$ cat src/rtl/my_pkg.sv
// Shared types and constants for the retire stage and its store queue.
package my_pkg;

    localparam int unsigned DATA_W_DEF = 32;

    // Store access sizes carried with each queued store.
    localparam logic [1:0] SIZE_BYTE = 2'd0;
    localparam logic [1:0] SIZE_HALF = 2'd1;
    localparam logic [1:0] SIZE_WORD = 2'd2;

    // One committed store waiting for the data-memory port.
    typedef struct packed {
        logic [DATA_W_DEF-1:0] addr;
        logic [DATA_W_DEF-1:0] data;
        logic [1:0]            size;
    } sq_entry_t;

endpackage

$ cat src/rtl/retire_store_queue.sv
// In-order store queue: circular buffer of sq_entry_t with occupancy count.
// Head fields read as zero while the queue is empty.
module retire_store_queue
    import my_pkg::*;
#(
    parameter int unsigned SQ_DEPTH = 4
) (
    input  logic                      clk,
    input  logic                      reset,
    input  logic                      push_i,
    input  sq_entry_t                 push_entry_i,
    input  logic                      pop_i,
    output sq_entry_t                 head_o,
    output logic                      full_o,
    output logic                      empty_o,
    output logic [$clog2(SQ_DEPTH):0] count_o
);

    localparam int unsigned PtrW = $clog2(SQ_DEPTH);

    sq_entry_t           mem_q [SQ_DEPTH];
    logic [PtrW-1:0]     wr_ptr_q, wr_ptr_d;
    logic [PtrW-1:0]     rd_ptr_q, rd_ptr_d;
    logic [PtrW:0]       count_q, count_d;
    logic                do_push, do_pop;

    assign full_o  = (count_q == (PtrW + 1)'(SQ_DEPTH));
    assign empty_o = (count_q == '0);
    assign count_o = count_q;
    // Guards keep the pointers coherent even if a caller misbehaves.
    assign do_push = push_i & ~full_o;
    assign do_pop  = pop_i & ~empty_o;
    assign head_o  = empty_o ? '0 : mem_q[rd_ptr_q];

    // Pointer and occupancy next state; pointers wrap on power-of-two depth.
    always_comb begin
        wr_ptr_d = wr_ptr_q;
        rd_ptr_d = rd_ptr_q;
        count_d  = count_q;
        if (do_push) wr_ptr_d = wr_ptr_q + 1'b1;
        if (do_pop)  rd_ptr_d = rd_ptr_q + 1'b1;
        unique case ({do_push, do_pop})
            2'b10:   count_d = count_q + 1'b1;
            2'b01:   count_d = count_q - 1'b1;
            default: count_d = count_q;
        endcase
    end

    // Pointer and occupancy registers.
    always_ff @(posedge clk or negedge reset) begin
        if (!reset) begin
            wr_ptr_q <= '0;
            rd_ptr_q <= '0;
            count_q  <= '0;
        end else begin
            wr_ptr_q <= wr_ptr_d;
            rd_ptr_q <= rd_ptr_d;
            count_q  <= count_d;
        end
    end

    // Entry storage; contents are only visible while counted as occupied.
    always_ff @(posedge clk) begin
        if (do_push) mem_q[wr_ptr_q] <= push_entry_i;
    end

endmodule

$ cat src/rtl/retire_multi.sv
// Retire stage: epoch-tag kill filter, 2-cycle register writeback, registered
// PC redirect and an in-order store queue draining over valid/ready.
// Optional macro RETIRE_STATS_EN adds retired/killed instruction counters.
// Store queue entries are DATA_W_DEF wide, so DATA_W must equal DATA_W_DEF.
module retire_multi
    import my_pkg::*;
#(
    parameter int unsigned NUM_UNITS = 2,
    parameter int unsigned DATA_W    = DATA_W_DEF,
    parameter int unsigned TAG_W     = 4,
    parameter int unsigned SQ_DEPTH  = 4
) (
    input  logic                         clk,
    input  logic                         reset,
    input  logic [NUM_UNITS*DATA_W-1:0]  result,
    input  logic [$clog2(NUM_UNITS)-1:0] data_sel,
    input  logic [$clog2(NUM_UNITS)-1:0] addr_sel,
    input  logic                         in_valid,
    input  logic [TAG_W-1:0]             instruction_tag,
    input  logic                         we,
    input  logic                         jump,
    input  logic                         write_in,
    input  logic [1:0]                   size_in,
    output logic                         stall,
    output logic                         reg_we,
    output logic [DATA_W-1:0]            WrData,
    output logic                         pc_valid,
    output logic [DATA_W-1:0]            New_pc,
    output logic                         mem_valid,
    input  logic                         mem_ready,
    output logic [DATA_W-1:0]            write_address,
    output logic [DATA_W-1:0]            DATA_out,
    output logic [1:0]                   size,
`ifdef RETIRE_STATS_EN
    output logic [31:0]                  retired_cnt,
    output logic [31:0]                  killed_cnt,
`endif
    output logic [$clog2(SQ_DEPTH):0]    sq_count
);

    logic [DATA_W-1:0] lane [NUM_UNITS];
    logic [DATA_W-1:0] data_lane, addr_lane;
    logic [TAG_W-1:0]  curr_tag_q, curr_tag_d;
    logic              killed, accept, live;
    logic              sq_full, sq_empty;
    sq_entry_t         sq_push_entry, sq_head;
    logic              wb1_we_q, wb1_we_d;
    logic [DATA_W-1:0] wb1_data_q, wb1_data_d;
    logic              reg_we_q;
    logic [DATA_W-1:0] wr_data_q;
    logic              pc_valid_q, pc_valid_d;
    logic [DATA_W-1:0] new_pc_q, new_pc_d;

    for (genvar g = 0; g < NUM_UNITS; g++) begin : g_lane
        assign lane[g] = result[g*DATA_W +: DATA_W];
    end

    assign data_lane = lane[data_sel];
    assign addr_lane = lane[addr_sel];

    assign killed = (instruction_tag != curr_tag_q);
    // Fullness is taken before any same-cycle pop.
    assign stall   = in_valid & write_in & sq_full;
    assign accept  = in_valid & ~stall;
    // Killed instructions are consumed but have no architectural effect.
    assign live    = accept & ~killed;

    // Next state for epoch tag, writeback stage 1 and redirect.
    always_comb begin
        curr_tag_d = curr_tag_q;
        pc_valid_d = 1'b0;
        new_pc_d   = new_pc_q;
        wb1_we_d   = live & we;
        wb1_data_d = (live & we) ? data_lane : '0;
        if (live & jump) begin
            curr_tag_d = curr_tag_q + 1'b1;
            pc_valid_d = 1'b1;
            new_pc_d   = addr_lane;
        end
    end

    // Tag, two-stage writeback pipeline and redirect registers.
    always_ff @(posedge clk or negedge reset) begin
        if (!reset) begin
            curr_tag_q <= '0;
            wb1_we_q   <= 1'b0;
            wb1_data_q <= '0;
            reg_we_q   <= 1'b0;
            wr_data_q  <= '0;
            pc_valid_q <= 1'b0;
            new_pc_q   <= '0;
        end else begin
            curr_tag_q <= curr_tag_d;
            wb1_we_q   <= wb1_we_d;
            wb1_data_q <= wb1_data_d;
            reg_we_q   <= wb1_we_q;
            wr_data_q  <= wb1_data_q;
            pc_valid_q <= pc_valid_d;
            new_pc_q   <= new_pc_d;
        end
    end

    assign reg_we   = reg_we_q;
    assign WrData   = wr_data_q;
    assign pc_valid = pc_valid_q;
    assign New_pc   = new_pc_q;

    assign sq_push_entry = '{addr: addr_lane, data: data_lane, size: size_in};

    retire_store_queue #(
        .SQ_DEPTH (SQ_DEPTH)
    ) u_sq (
        .clk          (clk),
        .reset        (reset),
        .push_i       (live & write_in),
        .push_entry_i (sq_push_entry),
        .pop_i        (mem_valid & mem_ready),
        .head_o       (sq_head),
        .full_o       (sq_full),
        .empty_o      (sq_empty),
        .count_o      (sq_count)
    );

    assign mem_valid     = ~sq_empty;
    assign write_address = sq_head.addr;
    assign DATA_out      = sq_head.data;
    assign size          = sq_head.size;

`ifdef RETIRE_STATS_EN
    logic [31:0] retired_cnt_q, killed_cnt_q;

    // Wrapping counts of retired and killed accepted instructions.
    always_ff @(posedge clk or negedge reset) begin
        if (!reset) begin
            retired_cnt_q <= '0;
            killed_cnt_q  <= '0;
        end else begin
            if (live)            retired_cnt_q <= retired_cnt_q + 1'b1;
            if (accept & killed) killed_cnt_q  <= killed_cnt_q + 1'b1;
        end
    end

    assign retired_cnt = retired_cnt_q;
    assign killed_cnt  = killed_cnt_q;
`endif

endmodule

$ cat config.mk
export PLATFORM = sky130hd
export DESIGN_NAME = retire_multi
export DESIGN_NICKNAME = d
export VERILOG_FILES = /design/src/rtl/my_pkg.sv /design/src/rtl/retire_store_queue.sv /design/src/rtl/retire_multi.sv
export SDC_FILE = /design/constraint.sdc
export NUM_CORES = 1
export LEC_CHECK = 0
export CAP_MARGIN = 0
export CORE_MARGIN = 3
export CORE_UTILIZATION = 49
export CTS_CLUSTER_DIAMETER = 200
export DETAILED_ROUTE_END_ITERATION = 6
export PLACE_DENSITY = 0.76
export SYNTH_ARGS = -nofsm -noshare
export SYNTH_HDL_FRONTEND = slang
export SYNTH_SLANG_ARGS = --single-unit
$ cat constraint.sdc
create_clock -name clk -period 3.12 [get_ports clk]
set_clock_uncertainty 0.1 [all_clocks]
set_input_delay 0.624 -clock clk [delete_from_list [all_inputs] [get_ports clk]]
set_output_delay 0.624 -clock clk [all_outputs]
set_load 0.02 [all_outputs]
==> flow_summary_export.csv, run 1 <==
group,metric,value,unit
run_status,status,"complete, no violations",
critical_path,cp_max_fo,6,
critical_path,startpoint_type,"flop",
critical_path,reg2reg_depth,9,
critical_path,rrSetupSlack,0.55,ns
critical_path,worstPathCellList,"buf_4, buf_4, buf_4, mux4_2, and2_1, clkdlybuf4s15_2",
yosys,synth.cell_area,0.0146,sq mm
detailed_routing,drtPass1Iterations,4,
timing,setup_viol,0,
clocking,cts-buffers-inserted,38,
floorplan,die_area,0.0319,sq mm
finish,nets,1061,
clocking,cts_root_buf,"clkbuf_16",
power,clkPwrFrac,0.283,
yosys,syn_nets,809,
finish,diodes,0,
yosys,synth_commonest_cells,"edfxtp_1, dfrtp_1, and2_1, mux4_2, mux2_2",
yosys,synthFlopType,"edfxtp_1",
yosys,synth-async-reset-ratio,0.294,
clocking,postCtsHoldBufs,0,
timing,drv_slew,0,
critical_path,cp_top_family,"buffers and inverters",
yosys,synthTopCellsByArea,"edfxtp_1, dfrtp_1, mux4_2, mux2_2, and2_1",
power,power_switching,4680,uW
yosys,postSynthCellCount,723,
place,port_buffers,215,
detailed_routing,wl_met2,15.0,mm
detailed_routing,wl_met3,2.12,mm
clocking,cts_sinks,374,
run,cap_violations,0,
place,placed_cells,1308,
global_routing,grt_antenna_before_repair,0,
detailed_routing,vias_per_cell,5.27,
global_routing,grt_pass1_wl,46.8,mm
power,totalPowerFinal,15700,uW
yosys,yosysTopAreaCellShare,0.543,
power,ir_worst_vdd,0.606,mV
timing,finalCritPeriodShare,0.976,
hold_path,hp-class,"in -> async",
power,p_int,11000,uW
floorplan,rows,62,
place,gp_congestion,0.732,
critical_path,cp.arrival,2.32,ns
finish,synthToLayoutAreaGrowth,27.8,%
critical_path,cp_common_cell,"buf_4",
yosys,synth.most_common_cell,"edfxtp_1",
clocking,clk_latency,0.51,ns
finish,fin_cells,1389,
yosys,synth_seq_cells,374,
global_routing,gr-total-overflow,0,
clocking,cts_max_level,2,
critical_path,crit_slowest_cell,"dfrtp_4",
global_routing,grt_max_degree,111,
yosys,avgSynthCellArea,20.2,sq um
yosys,synth-edff-count,264,
critical_path,end_kind,"primary output",
detailed_routing,routed.top_layer,"met4",
global_routing,grtUsageTotal,0.196,
timing,final_period_minus_worst_setup_slack,3.04,ns
detailed_routing,vias,7323,
critical_path,worstSetupPathType,"reg -> out",
floorplan,start_util,0.503,
finish,final_layout_size_suffix_gt1_frac,0.281,
power,p_per_area,840,mW/mm^2
critical_path,cp_slowest_stage_delay,0.51,ns
clocking,cts_max_path_buffers,3,
floorplan,dieWidth,179,microns
yosys,yosys_warnings,0,
floorplan,die_y,179,microns
timing,rsz0062_at_grt,"true",
critical_path,crit-reg2reg-capture,"u_sq.count_o[2]$_DFFE_PN0P_",
timing,tightest_slew,0.629,ns
power,switching_share,0.299,
place,pre_cts_slack,0.194,ns
global_routing,grt_pass1_vias,7982,
timing,fin_ws,0.0753,ns
place,dpl.hpwl,18.7,mm
timing,finalHoldViolCount,0,
yosys,ys_types,34,
critical_path,crit_required,2.40,ns
detailed_routing,drt_wl_total,30.5,mm
clocking,path_clk_slew,0.06,ns
finish,post-route-util,0.643,
detailed_routing,drc,0,
floorplan,core,0.0290,sq mm
detailed_routing,postRouteAntennaNets,0,
timing,holdWs,0.117,ns
timing,max_freq,0.328,GHz
timing,slew_headroom,0.581,
critical_path,r2r_start,"u_sq.count_o[0]$_DFFE_PN0P_",
critical_path,crit_buf_inv,4,
detailed_routing,drt-met1-wl,12.8,mm
power,p_leak,0.00691,uW
clocking,tritoncts,"yes",
floorplan,io_pins,216,
power,comb_power_share,0.343,
yosys,yosysTopAreaCell,"edfxtp_1",
yosys,ys_seq_area_frac,0.732,
detailed_routing,wl_per_cell,21.9,microns
power,power.share.sequential,0.374,
detailed_routing,drt-initial-drc-count,457,
through the flow:
step | setup TNS (ns) | cell area, sq um
2_1_floorplan | 0 | 14600
3_3_place_gp | 0 | 17400
3_5_place_dp | 0 | 17400
4_1_cts | -0.100 | 18700
5_1_grt | -0.00570 | 18700
6_report | 0 | 18700
what timing repair did:
item | CTS | global route
resized for setup | 89 | 29
cloned | 1 | 1
endpoints found under the setup margin | 65 | 18
buffers inserted | 8 | 1
cell families after synthesis:
logic type                 count (synthesis)  synth area share
DFF                                      374             0.732
muxes                                    164             0.185
and+or+nand+nor                          118            0.0519
buffers and inverters                     45            0.0157
xor gates and xnor gates                  13           0.00780
adders and majority gates                  7           0.00652
AOI/OAI and AO/OA                          2           0.00137
area by class of cell:
type | count | area, sq um
Clock inverter | 12 | 108
Fill cell | 2021 | 10400
Timing Repair Buffer | 248 | 2520
Sequential cell | 374 | 10700
Inverter | 9 | 33.8
Tap cell | 384 | 480
Multi-Input combinational cell | 304 | 3690
Clock buffer | 58 | 1130
sequential cells by signal, indices dropped and copies added (netlist names):
signal	cells
u_sq.rd_ptr_q	2
reg_we	1
wb1_data_q	32
curr_tag_q	4
wb1_we_q	1
WrData	32
u_sq.mem_q	264
New_pc	32
u_sq.count_o	3
pc_valid	1
u_sq.wr_ptr_q	2
routing by layer:
metal,up-vias,global-route usage
met5,-,0
met4,0,0.0484
met3,48,0.0528
met2,220,0.319
met1,3784,0.265
li1,3271,-
how the worst max path moves through the flow:
stage | startpoint | end | slack (ns) | cells after the start
2_1_floorplan | instruction_tag[3] | u_sq.mem_q[0][0]$_DFFE_PP_ | 0.27 | 4
3_3_place_gp | u_sq.rd_ptr_q[0]$_DFFE_PN0P_ | write_address[26] | 0.19 | 4
3_5_place_dp | u_sq.rd_ptr_q[0]$_DFFE_PN0P_ | write_address[26] | 0.19 | 4
4_1_cts | u_sq.rd_ptr_q[0]$_DFFE_PN0P_ | write_address[15] | -0.05 | 6
5_1_grt | u_sq.rd_ptr_q[0]$_DFFE_PN0P_ | DATA_out[28] | -0.006 | 5
6_report | u_sq.rd_ptr_q[0]$_DFFE_PN0P_ | write_address[0] | 0.08 | 6
power groups by stage:
| stage | clock network [uW] | logic [uW] | registers [uW] |
|---|---|---|---|
| after CTS | 4550 | 5460 | 5870 |
| after global placement | 0 | 5530 | 6010 |
| after global routing | 4760 | 5760 | 5900 |
| after detailed placement | 0 | 5570 | 6010 |
| final | 4430 | 5380 | 5860 |
| after floorplan | 0 | 2970 | 6160 |
worst reg2reg max path, delay by kind of cell, from the launching register on:
| kind | cells | cell delay (ns) |
|---|---|---|
| AND/OR/NAND/NOR | 3 | 0.89 |
| flip-flops | 1 | 0.44 |
| adder cells (fa/ha/maj) | 2 | 0.43 |
| XOR/XNOR | 2 | 0.31 |
| buffers and inverters | 2 | 0.30 |
cells in the final DEF (no fill, tap or decap), drive strengths merged, types with 6 or more instances in the layout:
cell type / n
mux4: 66
clkdlybuf4s15: 7
dfrtp: 110
ha: 6
xnor2: 7
mux2: 98
buf: 40
dlygate4sd2: 44
and2: 71
clkinv: 9
clkdlybuf4s50: 145
inv: 9
nor2b: 31
clkbuf: 68
xor2: 6
edfxtp: 264
(Power assumes the default switching activity.)
==> run 2, diff against run 1 <==
--- a/config.mk
+++ b/config.mk
@@ -10,7 +10,9 @@
 export CORE_UTILIZATION = 49
 export CTS_CLUSTER_DIAMETER = 200
 export DETAILED_ROUTE_END_ITERATION = 6
+export GPL_TIMING_DRIVEN = 0
 export PLACE_DENSITY = 0.76
 export SYNTH_ARGS = -nofsm -noshare
 export SYNTH_HDL_FRONTEND = slang
+export SYNTH_HIERARCHICAL = 1
 export SYNTH_SLANG_ARGS = --single-unit
==> flow_summary_export.csv, run 2 <==
group,metric,value,unit
yosys,synthFlopType,"edfxtp_1",
yosys,synth.cell_area,0.0145,sq mm
timing,fin_setup_tns,0,ns
power,power_switching,4810,uW
clocking,cts_sinks,374,
run,cap_violations,0,
yosys,avgSynthCellArea,19.9,sq um
yosys,yosysTopAreaCellShare,0.546,
hold_path,whs_path_depth,0,
hold_path,holdPathEnd,"WrData[3]$_DFF_PN0_",
critical_path,r2r_start,"u_sq/count_o[2]$_DFFE_PN0P_",
place,placed_cell_area,0.0173,sq mm
global_routing,grt_pass1_wl,49.1,mm
critical_path,rrSetupSlack,0.16,ns
detailed_routing,drc,0,
detailed_routing,drtPass1Iterations,5,
yosys,synth.most_common_cell,"edfxtp_1",
finish,finalInstanceArea,0.0187,sq mm
timing,finalHoldViolCount,0,
timing,tightest_slew,0.909,ns
clocking,cts_root_buf,"clkbuf_16",
timing,slew_headroom,0.394,
place,placed_cells,1331,
timing,max_freq,0.327,GHz
clocking,clk_latency,0.51,ns
yosys,synth_commonest_cells,"edfxtp_1, dfrtp_1, mux2_2, and2_1, mux4_2",
floorplan,io_pins,216,
detailed_routing,postRouteAntennaNets,0,
detailed_routing,wl_per_cell,23.4,microns
finish,post-route-util,0.646,
yosys,synth_top_family_by_area,"multiplexers",
yosys,synthSimpleGateAreaFrac,0.0522,
global_routing,grt_pass1_vias,8022,
clocking,tritoncts,"yes",
yosys,synth-async-reset-ratio,0.294,
floorplan,core,0.0289,sq mm
power,switching_share,0.304,
timing,rsz0062_at_grt,"false",
power,power.share.sequential,0.369,
finish,layout_common_cells,"edfxtp_1, clkdlybuf4s50_1, dfrtp_1",
critical_path,reg2reg_depth,7,
floorplan,rows,62,
place,dpl.hpwl,20.6,mm
critical_path,worstSetupPathType,"reg -> out",
critical_path,crit_start,"u_sq/rd_ptr_q[0]$_DFFE_PN0P_",
place,gp_congestion,0.745,
timing,setup_viol,0,
yosys,yosysTopAreaCell,"edfxtp_1",
power,p_int,11000,uW
power,comb_power_share,0.344,
run_status,status,"complete, no violations",
timing,drv_slew,0,
finish,largest_reg_flops,264,
floorplan,start_util,0.502,
timing,finalCritPeriodShare,0.979,
clocking,cts_max_path_buffers,3,
power,p_leak,0.00694,uW
floorplan,die_area,0.0318,sq mm
detailed_routing,vias_per_cell,5.39,
power,clkPwrFrac,0.287,
timing,final_period_minus_worst_setup_slack,3.05,ns
global_routing,grt_max_degree,63,
finish,final_common_cell,"edfxtp_1",
yosys,synth.area.mux_share,0.179,
finish,diodes,0,
global_routing,gr-total-overflow,0,
critical_path,end_kind,"primary output",
yosys,synth-compound-area-share,0.00215,
clocking,cts-buffers-inserted,39,
clocking,cts_max_level,2,
critical_path,cp.arrival,2.33,ns
floorplan,dieWidth,178,microns
critical_path,crit-reg2reg-capture,"u_sq/mem_q[2][18]$_DFFE_PP_",
detailed_routing,drt-initial-drc-count,593,
yosys,synthAdderAreaFrac,0.00654,
finish,fin_cells,1413,
global_routing,grtUsageTotal,0.210,
floorplan,die_y,178,microns
yosys,ys_types,33,
power,p_per_area,846,mW/mm^2
finish,final_layout_size_suffix_gt1_frac,0.257,
yosys,syn_nets,815,
critical_path,crit_required,2.40,ns
critical_path,cp_max_fo,9,
yosys,yosys_warnings,6,
yosys,synthTopCellsByArea,"edfxtp_1, dfrtp_1, mux4_2, mux2_2, and2_1",
global_routing,grt_antenna_before_repair,1,
power,ir_worst_vdd,0.501,mV
finish,nets,1086,
detailed_routing,vias,7616,
yosys,postSynthCellCount,729,
yosys,synth_xor_area_frac,0.00663,
critical_path,startpoint_type,"flop",
finish,regMostFlops,"u_sq/mem_q",
hold_path,hp-class,"reg -> reg",
yosys,synth_seq_cells,374,
clocking,path_clk_slew,0.06,ns
yosys,ys_seq_area_frac,0.735,
finish,synthToLayoutAreaGrowth,28.6,%
place,port_buffers,213,
yosys,synth-edff-count,264,
finish,fillers,2048,
hold_path,worstHoldStart,"wb1_data_q[3]$_DFF_PN0_",
detailed_routing,drt_wl_total,33.1,mm
run 2: cells by family (layout without fill, tap and decap cells):
group,after synthesis,count (layout)
DFF,374,374
muxes,165,165
and+or+nand+nor,121,125
buffers and inverters,47,343
xor gates and xnor gates,11,11
adders and majority gates,7,7
AOI/OAI and AO/OA,4,4
run 2: metal layers:
metal | up-vias | global-route usage | routed length, microns
li1 | 3333 | - | -
met1 | 3962 | 0.285 | 13400
met2 | 281 | 0.345 | 16300
met3 | 40 | 0.0628 | 2810
met4 | 0 | 0.0390 | 459
met5 | - | 0 | 0
run 2: layout make-up:
cell class              count  area (sq um)  area share
repair buffers            226          2280       0.122
flip-flops and latches    374         10700       0.572
well taps                 384           480      0.0257
inverters                  11          41.3     0.00221
clock inverters            10           106     0.00569
multi-input cells         312          3640       0.195
plain buffers              36           283      0.0151
clock buffers              60          1170      0.0625
run 2: worst max-delay path, cell delays in order, from the launching register on:
cell	delay [ns]
dfrtp_1	0.34
buf_6	0.13
buf_12	0.15
mux4_2	0.49
and2_1	0.18
clkdlybuf4s50_1	0.53
run 2: per-stage QoR:
step	setup slack (ns)	hold WS (ns)	total power, uW
after global placement	-3.23	0.232	11500
final	0.0663	0.243	15800
after detailed placement	-0.584	0.235	11600
after floorplan	0.0154	0.228	9140
after global routing	0.000471	0.242	16500
after CTS	-0.00998	0.246	15900
run 2: worst max-delay path by stage:
| stage | depth (start not counted) | endpoint |
|---|---|---|
| floorplan | 6 | u_sq/mem_q[0][0]$_DFFE_PP_ |
| global placement | 1 | WrData[8]$_DFF_PN0_ |
| detailed placement | 8 | u_sq/mem_q[2][18]$_DFFE_PP_ |
| CTS | 5 | mem_valid |
| global route | 5 | DATA_out[2] |
| finish | 5 | DATA_out[2] |
run 2: timing repair:
action                     in CTS  in global routing
hold endpoints to repair       48                  0
gates cloned                    3                  2
setup endpoints to repair     214                 68
gates resized for setup        92                  7
hold buffers                    1                  0
pin swaps                       3                  2
setup buffers                   0                  6
run 2: power groups by stage:
stage | logic [uW] | clock network [uW] | registers [uW]
2_1_floorplan | 2980 | 0 | 6160
3_3_place_gp | 5580 | 0 | 5930
3_5_place_dp | 5650 | 0 | 5940
4_1_cts | 5390 | 4620 | 5850
5_1_grt | 5800 | 4840 | 5870
6_report | 5430 | 4540 | 5840
